[config.mk]
export PLATFORM = sky130hd
export DESIGN_NAME = step6_normalize_round
export DESIGN_NICKNAME = d
export VERILOG_FILES = /design/src/rtl/fp_mac_pkg.sv /design/src/rtl/lzc27.sv /design/src/rtl/step6_normalize_round.sv
export SDC_FILE = /design/constraint.sdc
export NUM_CORES = 1
export LEC_CHECK = 0
export CORE_UTILIZATION = 40
export DETAILED_ROUTE_END_ITERATION = 10
export MAX_ROUTING_LAYER = met4
export PLACE_DENSITY = 0.65
export SLEW_MARGIN = 0
export SYNTH_ARGS = -nofsm -noshare
export SYNTH_HDL_FRONTEND = slang
export SYNTH_SLANG_ARGS = --single-unit
[constraint.sdc]
create_clock -name clock -period 2.2 [get_ports clock]
set_input_delay 0.44 -clock clock [delete_from_list [all_inputs] [get_ports clock]]
set_output_delay 0.44 -clock clock [all_outputs]
set_load 0.03 [all_outputs]
[src/rtl/fp_mac_pkg.sv]
// Shared widths and types for the floating-point MAC pipeline.
// Latency: n/a (types and constants only).
// Backpressure: n/a.
package fp_mac_pkg;

    localparam int EXP_W    = 8;
    localparam int FRAC_W   = 23;
    localparam int SUM_W    = 28;
    localparam int EXP_BIAS = 127;
    localparam int EXP_MAX  = 255;

    // Normalized mantissa keeps hidden bit, fraction and G/R/S; the exponent
    // carries a sign bit because left shifts can drive it below zero.
    localparam int NORM_W   = SUM_W - 1;
    localparam int S1_EXP_W = EXP_W + 2;

    typedef struct packed {
        logic              sign;
        logic [EXP_W-1:0]  exponent;
        logic [FRAC_W-1:0] fraction;
    } fp32_t;

    typedef struct packed {
        logic                valid;
        logic                sign;
        logic [S1_EXP_W-1:0] exponent;
        logic [NORM_W-1:0]   mantissa;
    } norm_stage_t;

    function automatic fp32_t fp_signed_zero(input logic sign);
        fp32_t r;
        r.sign     = sign;
        r.exponent = '0;
        r.fraction = '0;
        return r;
    endfunction

    function automatic fp32_t fp_signed_inf(input logic sign);
        fp32_t r;
        r.sign     = sign;
        r.exponent = EXP_W'(EXP_MAX);
        r.fraction = '0;
        return r;
    endfunction

endpackage

[src/rtl/lzc27.sv]
// Leading-zero counter over a 27-bit word; returns 27 for an all-zero input.
// Latency: combinational.
// Backpressure: n/a.
module lzc27 (
    input  logic [26:0] data,
    output logic [4:0]  count
);

    // Scan upward so the most significant set bit has the final say.
    always_comb begin
        count = 5'd27;
        for (int i = 0; i < 27; i++) begin
            if (data[i]) begin
                count = 5'(26 - i);
            end
        end
    end

endmodule

[src/rtl/step6_normalize_round.sv]
// Normalize, round and pack the step-5 sum into IEEE-754 single precision.
// Latency: 2 cycles; STEP6_ROUND_NEAREST_EVEN_EN selects round-nearest-even, else truncation.
// Backpressure: whole pipe stalls while out_valid && !out_ready; in_ready drops with it.
module step6_normalize_round
    import fp_mac_pkg::*;
(
    input  logic             clock,
    input  logic             resetn,
    input  logic             in_valid,
    output logic             in_ready,
    input  logic             in_sign,
    input  logic [EXP_W:0]   in_exponent,
    input  logic [SUM_W-1:0] in_mantissa,
    output logic             out_valid,
    input  logic             out_ready,
    output logic [31:0]      out_result,
    output logic             out_zero,
    output logic             out_overflow,
    output logic             out_underflow
);

`ifdef STEP6_ROUND_NEAREST_EVEN_EN
    localparam bit ROUND_RNE = 1'b1;
`else
    localparam bit ROUND_RNE = 1'b0;
`endif

    localparam logic signed [S1_EXP_W:0] EXP_OVF = (S1_EXP_W + 1)'(EXP_MAX);

    logic en;
    assign en       = !out_valid || out_ready;
    assign in_ready = en;

    // ---------------- stage 1: normalize ----------------
    logic [4:0]  lz;
    norm_stage_t s1_d;
    norm_stage_t s1_q;

    lzc27 u_lzc (
        .data  (in_mantissa[NORM_W-1:0]),
        .count (lz)
    );

    always_comb begin
        s1_d       = '0;
        s1_d.valid = in_valid;
        s1_d.sign  = in_sign;
        if (in_mantissa == '0) begin
            s1_d.exponent = '0;
            s1_d.mantissa = '0;
        end else if (in_mantissa[SUM_W-1]) begin
            // Carry: the bit falling off the bottom must stay visible as sticky.
            s1_d.mantissa = {in_mantissa[SUM_W-1:2], in_mantissa[1] | in_mantissa[0]};
            s1_d.exponent = {1'b0, in_exponent} + S1_EXP_W'(1);
        end else begin
            s1_d.mantissa = in_mantissa[NORM_W-1:0] << lz;
            s1_d.exponent = {1'b0, in_exponent} - {{(S1_EXP_W-5){1'b0}}, lz};
        end
    end

    always_ff @(posedge clock or negedge resetn) begin
        if (!resetn) begin
            s1_q <= '0;
        end else if (en) begin
            s1_q <= s1_d;
        end
    end

    // ---------------- stage 2: round, classify, pack ----------------
    logic                       guard;
    logic                       sticky;
    logic                       lsb;
    logic                       round_inc;
    logic                       frac_carry;
    logic [FRAC_W-1:0]          frac_rnd;
    logic signed [S1_EXP_W:0]   exp_rnd;
    logic                       is_zero;
    logic                       is_unf;
    logic                       is_ovf;
    fp32_t                      res_d;

    always_comb begin
        guard     = s1_q.mantissa[2];
        sticky    = s1_q.mantissa[1] | s1_q.mantissa[0];
        lsb       = s1_q.mantissa[3];
        round_inc = ROUND_RNE && guard && (sticky || lsb);

        // A carry out of the fraction means the significand rounded up to 2.0.
        {frac_carry, frac_rnd} = {1'b0, s1_q.mantissa[NORM_W-2:3]} + (FRAC_W + 1)'(round_inc);
        exp_rnd = {s1_q.exponent[S1_EXP_W-1], s1_q.exponent}
                + {{S1_EXP_W{1'b0}}, frac_carry};

        // Every nonzero sum leaves stage 1 with its hidden bit set.
        is_zero = !s1_q.mantissa[NORM_W-1];
        is_unf  = !is_zero && (exp_rnd <= 0);
        is_ovf  = !is_zero && !is_unf && (exp_rnd >= EXP_OVF);

        if (is_zero || is_unf) begin
            res_d = fp_signed_zero(s1_q.sign);
        end else if (is_ovf) begin
            res_d = fp_signed_inf(s1_q.sign);
        end else begin
            res_d.sign     = s1_q.sign;
            res_d.exponent = exp_rnd[EXP_W-1:0];
            res_d.fraction = frac_rnd;
        end
    end

    fp32_t res_q;

    always_ff @(posedge clock or negedge resetn) begin
        if (!resetn) begin
            out_valid     <= 1'b0;
            res_q         <= '0;
            out_zero      <= 1'b0;
            out_overflow  <= 1'b0;
            out_underflow <= 1'b0;
        end else if (en) begin
            out_valid     <= s1_q.valid;
            res_q         <= s1_q.valid ? res_d : '0;
            out_zero      <= s1_q.valid && is_zero;
            out_overflow  <= s1_q.valid && is_ovf;
            out_underflow <= s1_q.valid && is_unf;
        end
    end

    assign out_result = res_q;

endmodule

==> results_dict.tcl <==
set metrics [dict create \
    antenna_left 0 \
    worst_pin_slew_ns 0.632 \
    dieHeight_um 113 \
    vias 5521 \
    grtUsageTotal_pct 31.4 \
    io_buffers 78 \
    power.total_uw 5430 \
    synth_top_flop_cell "dfrtp_1" \
    cpMaxStageDelayCell "a2111oi_4" \
    cpPeakStageDelay_ns 0.29 \
    cts.sinks 72 \
    cts-htree-levels 3 \
    clk_latency_ns 0.33 \
    crit_path_frequent_cell "a21o_1" \
    design_area_um2 8650 \
    wl_met1_um 8990 \
    grt_pass1_wl_um 29700 \
    gp_congestion 0.945 \
    power.leakage_uw 0.00387 \
    final_nets 848 \
    grt_max_degree 73 \
    critPathLaunchType "input port" \
    grt_pass1_vias 5275 \
    finalWorstSetupSlack_ns -1.25 \
    slew_headroom_pct 57.4 \
    start_util_pct 41.1 \
    cp-end-kind "flip-flop" \
    core_um2 12100 \
    final_common_cell "buf_4" \
    cp.arrival_ns 3.66 \
    wl_met3_um 1040 \
    dpl_cell_area_um2 6890 \
    r2r_slack_ns 0.40 \
    fin_util_pct 71.7 \
    required_ns 2.41 \
    syn_area_um2 4950 \
    yosys_warnings 0 \
    peakVddDrop_mv 0.379 \
    drive_gt1_share_pct 43.9 \
    period_needed_ns 3.45 \
    rsz0062_at_grt "yes" \
    r2r-end "s1_q[6]" \
    hold_class "input port to async pin" \
    power.density_nw_per_um2 627 \
    reg2reg_from "out_valid" \
    dp_hpwl_um 13800 \
    fmax_mhz 290 \
    drc 0 \
    skew_ns 0.00600 \
    maxCapViolCount 0 \
    drv_slew 0 \
    dieArea_um2 12800 \
    crit_type "input port to flip-flop" \
    fin_crit_sh_pct 157 \
    whs_ns 0.128 \
    cts_tree "built" \
    n_antenna_cell 0 \
    numCtsBuffers 9 \
    reg2reg_depth 6 \
    syn-num-nets 604 \
    die_w_um 113 \
    setup_viol 32 \
    synth_cell_types 69 \
    nFillCells 902 \
    drt_first_pass_iters 5 \
    ys_seq_elements 72 \
    synth_area_per_cell_um2 9.01 \
    area_growth_pct 74.5 \
    avgViaCountPerCell 5.72 \
    cp_max_fo 2 \
    row_count 40 \
    wl_met2_um 9080 \
    highest_layer "met4" \
    cts_buffer_depth 2 \
    syn_inst 550 \
    io_pins 79 \
    violations "negative setup slack" \
    synth_edf_count 0 \
    routed_wl_um 19600 \
    wl_per_cell_um 20.3 \
    crit_path_cell_trace "clkdlybuf4s15_2, nor4_2, nand2_1, a2111oi_4, or2_4, inv_4, ha_4, nor2b_4, ha_4, a21o_1, a21o_1, a21oi_2, o21bai_1, a21o_1, a31o_2, a21oi_2, xnor2_1, a22o_1" \
    ys_seq_area_share_pct 36.4 \
    gr-total-overflow 0 \
    path_clk_slew_ns 0.05 \
    drt-initial-drc-count 476 \
    finalHoldViolCount 0 \
    async_reset_ff_share_pct 100 \
    antenna_found_initial 0 \
    status "complete, but fails checks" \
    tns_ns -29.13 \
    cts_root_buf "clkbuf_16" \
    layout_common_cells "buf_4 (130), dfrtp_1 (72), nand2_1 (56)" \
]
[synthesized netlist by cell type (7+ instances only)]
cell type	instances	share of area, %
mux2i_1	49	9.9
nand2_1	59	4.5
a21oi_1	24	2.4
a22o_1	35	6.2
nor2_1	46	3.5
inv_1	11	0.83
clkbuf_1	25	1.9
o21ai_0	43	4.3
a21o_1	10	1.5
nand3_1	7	0.71
ha_1	11	2.8
dfrtp_1	72	36
nor3_1	8	0.81
a22oi_1	14	2.1
nor4_1	7	0.88
[cells by family after synthesis]
logic type	after synthesis	synth area share [%]
AO/OA/AOI/OAI	184	26.1
AND/OR/NAND/NOR	164	15.6
flip-flops	72	36.4
multiplexers	57	12.0
buffers and inverters	52	5.18
adder cells (fa/ha/maj)	12	3.18
XOR/XNOR	9	1.59
[what timing repair did]
item,CTS,global route
pin swaps,51,43
hold endpoints to repair,0,0
gates cloned,2,1
buffers inserted,40,30
resized for setup,203,110
setup endpoints to repair,35,33
hold buffers,0,0
[layer usage]
layer / vias up / track usage (%)
met3: 44 / 3.70
li1: 2553 / -
met2: 224 / 47.6
met4: 0 / 8.68
met5: - / -
met1: 2700 / 44.3
[where the power goes]
part | switching [uW] | internal [uW] | total (uW) | leakage [uW]
sequential | 181 | 1550 | 1730 | 0.000917
combinational | 1150 | 1110 | 2260 | 0.00281
clock | 509 | 924 | 1430 | 0.000143
total | 1840 | 3590 | 5430 | 0.00387
[through the flow]
step / setup WS [ns] / std cells
global route: -1.36 / 965
floorplan: -1.51 / 550
CTS: -1.28 / 942
finish: -1.25 / 965
detailed placement: -2.00 / 891
global placement: -1.94 / 891
[how the worst max path moves through the flow]
stage | startpoint | endpoint | slack, ns | depth (start not counted)
finish | in_mantissa[21] | s1_q[36] | -1.25 | 18
global route | in_mantissa[24] | s1_q[36] | -1.36 | 19
global placement | in_mantissa[17] | s1_q[36] | -1.94 | 19
CTS | in_mantissa[11] | s1_q[36] | -1.28 | 20
detailed placement | in_mantissa[22] | s1_q[36] | -2.00 | 18
floorplan | in_mantissa[25] | s1_q[36] | -1.51 | 20
[flip-flops by register name, indices dropped and copies added, names as in the netlist]
register       flops
out_overflow       1
lsb                1
out_zero           1
out_valid          1
out_underflow      1
out_result        32
s1_q              35
[critical path, delay by kind of cell]
family                   cells  cell delay (ns)
buffers and inverters        2             0.24
AO/OA/AOI/OAI                9             1.64
adder cells (fa/ha/maj)      2             0.45
AND/OR/NAND/NOR              4             0.82
XOR/XNOR                     1             0.08
[cell type report]
class,count,area [um^2],area share [%]
tap,168,210,2.43
sequential,72,1800,20.8
clock buffer,11,253,2.92
clock inverter,3,42.5,0.492
multi-input combinational,426,3730,43.1
timing repair buffer,272,2550,29.5
inverter,13,60.1,0.695
Note: power is estimated with default switching activity, not from simulation.
